[config.mk]
export PLATFORM = sky130hd
export DESIGN_NAME = mem_port_arbiter
export DESIGN_NICKNAME = d
export VERILOG_FILES = /design/src/rtl/mem_arb_pkg.sv /design/src/rtl/mem_arb_pick.sv /design/src/rtl/mem_port_arbiter.sv
export SDC_FILE = /design/constraint.sdc
export NUM_CORES = 1
export LEC_CHECK = 0
export CORE_AREA = 2 2 105 107
export CTS_CLUSTER_SIZE = 40
export DETAILED_ROUTE_END_ITERATION = 10
export DIE_AREA = 0 0 107 109
export PLACE_DENSITY = 0.64
export SYNTH_ARGS = -nofsm -noshare
export SYNTH_HDL_FRONTEND = slang
export SYNTH_SLANG_ARGS = --single-unit
[constraint.sdc]
create_clock -name clk -period 1.9 [get_ports clk]
set_input_delay 0.475 -clock clk [delete_from_list [all_inputs] [get_ports clk]]
set_output_delay 0.475 -clock clk [all_outputs]
set_load 0.03 [all_outputs]
[src/rtl/mem_arb_pkg.sv]
// Shared types and defaults for the unified-memory port arbiter.
// Owner encoding tags which requester the in-flight memory read belongs to.
package mem_arb_pkg;

    localparam int DEF_ADDR_W       = 32;
    localparam int DEF_DATA_W       = 32;
    localparam int DEF_MAX_D_STREAK = 4;
    localparam int STREAK_W         = 4;

    typedef enum logic [1:0] {
        OWN_NONE = 2'd0,
        OWN_IF   = 2'd1,
        OWN_D    = 2'd2
    } owner_e;

    // Writes complete at the grant edge, so only reads claim the response slot.
    function automatic owner_e next_owner(input logic if_gnt,
                                          input logic d_gnt,
                                          input logic d_we);
        owner_e own;
        own = OWN_NONE;
        if (if_gnt) begin
            own = OWN_IF;
        end else if (d_gnt && !d_we) begin
            own = OWN_D;
        end
        return own;
    endfunction

endpackage

[src/rtl/mem_arb_pick.sv]
// Combinational grant selection: data port wins conflicts until it has
// won MAX_D_STREAK times in a row against a waiting fetch.
module mem_arb_pick
    import mem_arb_pkg::*;
#(
    parameter int MAX_D_STREAK = DEF_MAX_D_STREAK
) (
    input  logic                arb_en,
    input  logic                if_req,
    input  logic                d_req,
    input  logic [STREAK_W-1:0] d_streak,
    output logic                if_gnt,
    output logic                d_gnt
);

    localparam logic [STREAK_W-1:0] STREAK_MAX = STREAK_W'(MAX_D_STREAK);

    logic starve;

    always_comb begin
        starve = (d_streak == STREAK_MAX);
        if_gnt = 1'b0;
        d_gnt  = 1'b0;
        if (arb_en) begin
            if (if_req && d_req) begin
                if_gnt = starve;
                d_gnt  = !starve;
            end else begin
                if_gnt = if_req;
                d_gnt  = d_req;
            end
        end
    end

endmodule

[src/rtl/mem_port_arbiter.sv]
// Shares one single-port synchronous memory between the fetch (IF) and
// load/store (D) ports, routing each one-cycle-latency read back to its issuer.
module mem_port_arbiter
    import mem_arb_pkg::*;
#(
    parameter int ADDR_W       = DEF_ADDR_W,
    parameter int DATA_W       = DEF_DATA_W,
    parameter int MAX_D_STREAK = DEF_MAX_D_STREAK
) (
    input  logic                clk,
    input  logic                rst,
    input  logic                if_req,
    input  logic [ADDR_W-1:0]   if_addr,
    output logic                if_gnt,
    output logic                if_rvalid,
    output logic [DATA_W-1:0]   if_rdata,
    input  logic                d_req,
    input  logic                d_we,
    input  logic [ADDR_W-1:0]   d_addr,
    input  logic [DATA_W-1:0]   d_wdata,
    input  logic [DATA_W/8-1:0] d_be,
    output logic                d_gnt,
    output logic                d_rvalid,
    output logic [DATA_W-1:0]   d_rdata,
    output logic                mem_en,
    output logic                mem_we,
    output logic [ADDR_W-3:0]   mem_addr,
    output logic [DATA_W-1:0]   mem_wdata,
    output logic [DATA_W/8-1:0] mem_be,
    input  logic [DATA_W-1:0]   mem_rdata
);

    localparam logic [STREAK_W-1:0] STREAK_MAX = STREAK_W'(MAX_D_STREAK);

    logic [STREAK_W-1:0] d_streak;
    owner_e              rsp_owner;

    // Byte-lane bits never reach the word-addressed memory.
    logic unused_addr_bits;
    assign unused_addr_bits = ^{if_addr[1:0], d_addr[1:0]};

    mem_arb_pick #(
        .MAX_D_STREAK(MAX_D_STREAK)
    ) u_pick (
        .arb_en  (!rst),
        .if_req  (if_req),
        .d_req   (d_req),
        .d_streak(d_streak),
        .if_gnt  (if_gnt),
        .d_gnt   (d_gnt)
    );

    always_comb begin
        mem_en    = if_gnt | d_gnt;
        mem_we    = d_gnt & d_we;
        mem_addr  = if_addr[ADDR_W-1:2];
        mem_wdata = '0;
        mem_be    = if_gnt ? '1 : '0;
        if (d_gnt) begin
            mem_addr  = d_addr[ADDR_W-1:2];
            mem_wdata = d_wdata;
            mem_be    = d_be;
        end
    end

    always_ff @(posedge clk) begin
        if (rst) begin
            d_streak  <= '0;
            rsp_owner <= OWN_NONE;
        end else begin
            if (if_gnt || !if_req) begin
                d_streak <= '0;
            end else if (d_gnt && d_streak != STREAK_MAX) begin
                d_streak <= d_streak + 1'b1;
            end
            rsp_owner <= next_owner(if_gnt, d_gnt, d_we);
        end
    end

    // Gating with rst drops a read still in flight when reset arrives.
    assign if_rvalid = !rst && (rsp_owner == OWN_IF);
    assign d_rvalid  = !rst && (rsp_owner == OWN_D);
    assign if_rdata  = mem_rdata;
    assign d_rdata   = mem_rdata;

endmodule

Yosys cells after proc, flatten, opt, wreduce, memory -nomap -nowiden
Cells that the tools add are included.
- flip-flop bits (word level): 6
- word-level logic and storage cells: 32
- add/sub/neg operators: 1
- equality and inequality tests: 4
- mux-type cells: 10
- bitwise operators: 2
- reduce and logical (&&, ||, !) cells: 12
- operator list (operator ; count):
    32-bit 2-to-1 mux ; 1
    30-bit 2-to-1 mux ; 1
    4-bit 2-to-1 mux ; 2
    1-bit logical AND ; 5
    1-bit 2-to-1 mux ; 5
    4-bit by 1-bit adder with 4-bit output (second input constant) ; 1
    4-bit by 3-bit equality test with 1-bit output (second input constant) ; 1
    1-bit logical NOT ; 4
    4-bit by 3-bit inequality test with 1-bit output (second input constant) ; 1
    2-bit OR reduction ; 2
    2-bit by 1-bit equality test with 1-bit output (second input constant) ; 1
    2-bit equality test (second input constant) ; 1
    2-bit 2-to-1 mux ; 1
    1-bit bitwise AND ; 1
    1-bit logical OR ; 1
    1-bit OR ; 1

Longest topological paths before layout
Gate-level depths: netlist of the first run.
- word-level depth: 7
- mapped depth: 7
- gate-level depth less buffers: 5

Hierarchy
Synthesis of the first run repeated with hierarchy kept, for this count alone.
- cells, all modules: 184
- area total of the unflattened synthesis: 1436.4 um^2
- by module, submodules not included (module ; instances ; cells each ; area an instance (um^2)):
    mem_port_arbiter ; 1 ; 179 ; 1390.1
    mem_arb_pick ; 1 ; 5 ; 46.3

Worst setup path after synthesis of the first run
OpenSTA, ideal clock, no wires.
- path kind: register to output
- from: register d_streak[0]
- to: output port mem_wdata[16]
- arrival time: 1.658 ns
- path slack: -0.233 ns
- stages on the path, launching flop included: 8
- path buffers: 2
- cells stage by stage: dfxtp_1 > inv_1 > ha_1 > and3b_1 > a21oi_2 > buf_6 > buf_2 > and2_1
- cells in the longest elaborated chain, start to end: 5
- RTL lines (element ; RTL line ; RTL):
    start: declaration ; mem_port_arbiter.sv:35 ; logic [STREAK_W-1:0] d_streak;
    start signal: assignment ; mem_port_arbiter.sv:74 ; d_streak <= d_streak + 1'b1;
    4-bit by 3-bit equality test with 1-bit output ; mem_arb_pick.sv:21 ; starve = (d_streak == STREAK_MAX);
    1-bit logical NOT ; mem_arb_pick.sv:27 ; d_gnt = !starve;
    1-bit 2-to-1 mux ; mem_arb_pick.sv:25 ; if (if_req && d_req) begin
    1-bit 2-to-1 mux ; mem_arb_pick.sv:24 ; if (arb_en) begin
    via d_gnt ; mem_port_arbiter.sv:22 ; output logic d_gnt,
    32-bit 2-to-1 mux ; mem_port_arbiter.sv:59 ; if (d_gnt) begin
    end: declaration ; mem_port_arbiter.sv:28 ; output logic [DATA_W-1:0] mem_wdata,
The timed path passes the listed nets, and every way through them passes these cells.

Worst setup path in the final report of the first run
- from: register d_streak[0]
- to: output port mem_addr[24]
- cells in the longest elaborated chain, start to end: 5
- RTL lines (element ; RTL line ; RTL):
    4-bit by 3-bit equality test with 1-bit output ; mem_arb_pick.sv:21 ;
    1-bit logical NOT ; mem_arb_pick.sv:27 ;
    1-bit 2-to-1 mux ; mem_arb_pick.sv:25 ;
    1-bit 2-to-1 mux ; mem_arb_pick.sv:24 ;
    30-bit 2-to-1 mux ; mem_port_arbiter.sv:59 ;
    end: declaration ; mem_port_arbiter.sv:27 ; output logic [ADDR_W-3:0] mem_addr,
Every way passes these cells.

==> results of run 1 <==
## per-stage QoR
step                      setup TNS, ns  cells  utilization, %  worst slack [ns]
after floorplan                   -1.33    175               -           -0.0841
after global placement           -49.55    428            27.8            -0.998
after detailed placement         -51.57    428            27.8             -1.02
after CTS                        -31.93    444            32.6            -0.538
after global routing             -29.35    444            33.0            -0.472
final                            -25.75    444            33.0            -0.425
## cells in the final DEF, fill, tap and decap left out, drive strengths merged
cell / n
dlygate4sd2: 3
a21oi: 5
nor2b: 1
buf: 97
or3b: 1
nand3: 1
o21ai: 1
nand2b: 1
mux2: 30
nor2: 8
mux2i: 1
inv: 4
clkbuf: 4
nor3b: 3
nand2: 4
and2: 33
clkdlybuf4s50: 97
ha: 2
xnor2: 1
and3b: 1
dfxtp: 6
## state kept, by name, summed over array words and instances, names as in the netlist
| register | count |
|---|---|
| d_streak | 4 |
| rsp_owner | 2 |
## final cells by class
type                            count  area share [%]
Tap cell                          140            5.01
Multi-Input combinational cell     93            28.0
Clock buffer                        3            1.18
Inverter                            4           0.429
Timing Repair Buffer              198            61.9
Sequential cell                     6            3.51
## layer usage
layer | global-route usage (%) | share of wire, %
met1 | 8.84 | 32
met2 | 17.3 | 53
met3 | 3.47 | 12
met4 | 3.80 | 2.9
met5 | 0 | 0
## worst min-delay path by stage
| stage | end | depth (start not counted) | slack (ns) | startpoint |
|---|---|---|---|---|
| after detailed placement | d_streak[0] | 2 | 0.51 | d_streak[0] |
| after CTS | d_streak[0] | 2 | 0.52 | d_streak[0] |
| final | d_streak[0] | 2 | 0.51 | d_streak[0] |
| after global placement | d_streak[0] | 2 | 0.50 | d_streak[0] |
| after global routing | d_streak[0] | 2 | 0.53 | d_streak[0] |
| after floorplan | d_streak[0] | 1 | 0.42 | d_streak[0] |
## timing repair
item                                    in CTS  in global routing
gates resized for setup                    278                 31
gates cloned                                 4                  1
pin swaps                                    8                 17
endpoints found under the setup margin      72                 69
setup buffers                               10                  2
## worst min-delay path, cell delays in order (launching register included)
cell and delay [ns]:
dfxtp_2 0.32, buf_4 0.11, nor2_1 0.04
## report_power, final
part	total (mW)	switching (mW)	internal (mW)
clock network	0.193	0.0567	0.136
logic	0.871	0.351	0.520
registers	0.131	0.00153	0.130
total	1.20	0.409	0.786
## logic make-up (layout without fill, tap and decap cells)
kind of cell / after synthesis / in the layout / share of synthesized area [%]
xor gates and xnor gates: 1 / 1 / 0.596
buffers and inverters: 76 / 205 / 38.2
adders and majority gates: 2 / 2 / 1.70
DFF: 6 / 6 / 8.18
muxes: 31 / 31 / 27.5
AOI/OAI and AO/OA: 6 / 6 / 2.30
and+or+nand+nor: 53 / 53 / 21.6
==> run_results.csv, run 1 <==
group,metric,value,unit
timing,skew,0.00393,ns
synth,synth_common_cells,"buf_4 (65), and2_1 (33), mux2_2 (15), mux2_4 (15), nor2_1 (8)",
critical_path,cp_cell_sequence,"inv_2 -> ha_4 -> and3b_2 -> a21oi_4 -> buf_12 -> buf_12 -> mux2_4 -> buf_6",
cts,cts_tree,"built",
place,placed_cell_area,0.00295,mm2
timing,timing.final.ws_setup,-0.425,ns
critical_path,arrival,1.85,ns
critical_path,cp-endpoint,"mem_addr[24]",
timing,period_share,122,%
timing,timing.fmax,430,MHz
timing,worstMarginPinSlew,0.189,ns
cts,hold_buffers,0,
layout,multi_input_area,978,um2
global_routing,grt_use_total,9.13,%
detailed_routing,drt-total-wl,6.01,mm
die,coreArea,0.0106,mm2
die,initial_core_util,13.9,%
synth,synth_top_area_cell,"buf_4",
critical_path,worst-path-stages,8,
place,gp_congestion,0.639,
cts,path_clk_slew,0.03,ns
critical_path,reg2reg_slack,0.16,ns
cts,insertion_delay,0.22,ns
detailed_routing,detail_route.wl_per_cell,13.5,um
synth,syn_area,0.00147,mm2
synth,synth_top_area_share,33.2,%
die,die_x,107,um
synth,ys.flop_type,"dfxtp_1",
timing,setup_viol,69,
critical_path,endpoint_kind,"primary output",
synth,async_flop_share,0,%
timing,maxSlewViolCount,0,
critical_path,cp_slowest_cell,"dfxtp_2",
worst_hold_path,min_path_type,"register to register",
critical_path,startpoint_type,"register",
die,design.portCount,273,
synth,synthTopCellsByArea,"buf_4 (33%), mux2_4 (15%), and2_1 (14%)",
synth,synth_seq_area_share,8.18,%
synth,yosysUniqueCellTypes,24,
layout,nFillCells,1081,
detailed_routing,viasPerCell,3.56,
die,fp.dieH,109,um
critical_path,crit_type,"register to primary output",
synth,ys_warn_count,0,
layout,antenna-diode-count,0,
timing,rsz0062_at_grt,"yes",
outcome,violations,"setup timing",
pwr,ir_worst_vdd,0.393,mV
die,dieArea,0.0117,mm2
layout,regArea,123,um2
layout,drive_gt1_share,58.6,%
critical_path,cp.required,1.42,ns
pwr,p_leak,1.56,nW
outcome,status,"complete, but fails checks",
global_routing,grt_max_degree,13,
global_routing,grt_pass1_vias,1672,
place,port_buffers,172,
critical_path,rr_worst_depth,8,
timing,hold_ws,0.510,ns
global_routing,antenna_found_initial,0,
critical_path,cp_max_fo,8,
place,dp_hpwl,4.40,mm
synth,synth.most_common_cell,"buf_4",
timing,relSlewSlack,87.1,%
detailed_routing,vias,1581,
detailed_routing,ant_nets,0,
layout,final_area,0.00350,mm2
cts,cts_buffers,3,
pwr,p_per_area,342,mW/mm2
critical_path,reg2reg_from,"d_streak[0]",
synth,synth_cells,175,
cts,htree_levels,1,
timing,hold_violations,0,
synth,syn-num-nets,314,
critical_path,crit_start,"d_streak[0]",
critical_path,worst-path-buf-inv,4,
layout,syn_to_final_growth,138,%
pwr,total_power,1.20,mW
detailed_routing,post-route-drc-count,0,
detailed_routing,drt_iter0_drc,33,
cts,cts_sinks,6,
synth,syn_avg_cell_area,8.39,um2
cts,cts-root-buf,"clkbuf_8",
synth,ys_ff_latch,6,
synth,synth_edf_count,0,
critical_path,r2r_end,"d_streak[2]",
critical_path,cpLargestDelayFamily,"buffers and inverters",
timing,period_needed,2.33,ns
global_routing,grt_overflow,0,
detailed_routing,first_pass_iters,4,
layout,layout.nets,445,
global_routing,grt_pass1_wl,8.27,mm
critical_path,critical-path-max-stage-delay,0.32,ns
critical_path,cpMostUsedCell,"buf_12",
cts,clk_path_buf_depth,2,
job,maxCapViolations,0,
die,num_rows,38,
(Power assumes the default switching activity.)
==> inputs of run 2 (changes only) <==
CAP_MARGIN = 25   (was default)
SETUP_SLACK_MARGIN = 0.05   (was default)
==> run 2 against run 1 <==
The flow still finishes with violations (setup timing). Register-to-register slack better by 0.10 ns. Clock skew is 0.00062 ns higher. Critical path depth up 1. Wire length decreased by 0.12%. Worst hold slack got worse by 0.0038 ns. Critical path type unchanged. Largest cell class unchanged. Largest power group unchanged.
==> run_results.csv, run 2 (same netlist as run 1, synthesis figures left out) <==
group,metric,value,unit
die,dieArea,0.0117,mm2
detailed_routing,drt_iter0_drc,49,
detailed_routing,vias,1575,
layout,regMostFlops,"d_streak",
pwr,p_per_area,343,mW/mm2
detailed_routing,detail_route.wl_per_cell,13.3,um
pwr,p_leak,1.55,nW
job,maxCapViolations,0,
critical_path,reg2reg_slack,0.26,ns
die,coreArea,0.0106,mm2
place,port_buffers,172,
cts,insertion_delay,0.22,ns
global_routing,grt_overflow,0,
detailed_routing,post-route-drc-count,0,
detailed_routing,first_pass_iters,3,
timing,skew,0.00455,ns
outcome,status,"complete, but fails checks",
timing,maxSlewViolCount,0,
layout,largest_register_ffs,4,
cts,hold_buffers,0,
global_routing,grt_pass1_vias,1619,
worst_hold_path,hold_depth,2,
layout,final_common_cell,"clkdlybuf4s50_1",
critical_path,cp_max_fo,7,
die,fp.dieH,109,um
timing,relSlewSlack,87.8,%
worst_hold_path,min_from,"d_streak[0]",
cts,cts-root-buf,"clkbuf_8",
cts,clk_path_buf_depth,2,
place,dpl.cell_count,431,
cts,cts_sinks,6,
layout,reg_top3,"d_streak: 4 flops, rsp_owner: 2 flops",
timing,fin_setup_tns,-28.73,ns
die,initial_core_util,13.9,%
timing,timing.fmax,415,MHz
critical_path,endpoint_kind,"primary output",
timing,rsz0062_at_grt,"yes",
layout,drive_gt1_share,59.7,%
detailed_routing,viasPerCell,3.50,
timing,period_share,127,%
place,gp_congestion,0.713,
critical_path,crit_type,"register to primary output",
global_routing,grt_max_degree,18,
critical_path,startpoint_type,"register",
global_routing,antenna_found_initial,0,
die,num_rows,38,
layout,stdcell_count,450,
timing,worstMarginPinSlew,0.182,ns
global_routing,grt_pass1_wl,8.54,mm
pwr,total_power,1.17,mW
layout,layout_common_cells,"clkdlybuf4s50_1 (97), buf_6 (50), buf_4 (39)",
worst_hold_path,min_path_type,"register to register",
cts,cts_tree,"built",
timing,hold_ws,0.506,ns
timing,period_needed,2.41,ns
die,design.portCount,273,
pwr,ir_worst_vdd,0.334,mV
timing,hold_violations,0,
critical_path,r2r_end,"d_streak[1]",
timing,setup_viol,69,
cts,cts_buffers,3,
place,dp_hpwl,4.68,mm
worst_hold_path,min_to,"d_streak[0]",
detailed_routing,ant_nets,0,
layout,syn_to_final_growth,132,%
critical_path,arrival,1.93,ns
global_routing,grt_use_total,9.30,%
critical_path,reg2reg_from,"d_streak[1]",
detailed_routing,drt-total-wl,6.00,mm
outcome,violations,"setup timing",
timing,timing.final.ws_setup,-0.510,ns
cts,path_clk_slew,0.03,ns
critical_path,rr_worst_depth,7,
cts,htree_levels,1,
critical_path,cp.required,1.42,ns
die,die_x,107,um
layout,layout.nets,451,
layout,antenna-diode-count,0,
-- run 2: layout make-up --
cell class,instances,area [um2]
flip-flops and latches,6,123
multi-input cells,93,983
fillers,1088,7190
clock buffers,3,41.3
repair buffers,204,2070
well taps,140,175
inverters,4,15.0
-- run 2: worst max-delay path by stage --
stage / from / to / slack (ns) / depth (start not counted)
finish: d_streak[1] / mem_addr[2] / -0.51 / 9
global route: d_streak[0] / mem_addr[2] / -0.57 / 9
CTS: d_streak[0] / mem_addr[2] / -0.54 / 9
detailed placement: d_req / mem_addr[0] / -0.98 / 6
global placement: d_req / mem_addr[0] / -0.99 / 6
floorplan: rst / mem_addr[14] / -0.08 / 6
-- run 2: worst max-delay path, stage by stage (launching register included) --
cell and delay (ns):
dfxtp_2 0.32, inv_2 0.04, ha_4 0.15, and3b_2 0.22
a21oi_4 0.16, buf_12 0.13, buf_12 0.12, buf_8 0.11
mux2_4 0.32, buf_6 0.14
-- run 2: per-layer routing --
layer	share of wire [%]	wire length [um]	GRT usage (%)	up-vias
met5	0	0	0	-
met3	12	705	3.65	13
met4	1.2	74	2.78	0
met1	39	2370	11.4	686
li1	-	-	-	771
met2	48	2850	15.2	105
-- run 2: report_power, final --
part	switching, mW	internal [mW]
Combinational	0.351	0.503
Sequential	0.00151	0.130
Clock	0.0501	0.136
-- run 2: stage by stage --
stage	utilization (%)	cell area, um2	setup WS (ns)
after floorplan	-	1610	-0.0839
after global routing	32.2	3410	-0.572
after detailed placement	28.1	2980	-0.982
after CTS	31.8	3370	-0.537
final	32.2	3410	-0.510
after global placement	28.1	2980	-0.989
-- run 2: what timing repair did --
item	in CTS	in global routing
gates resized for setup	217	9
setup buffers	13	2
pin swaps	7	3
setup endpoints to repair	72	69
cloned	2	0
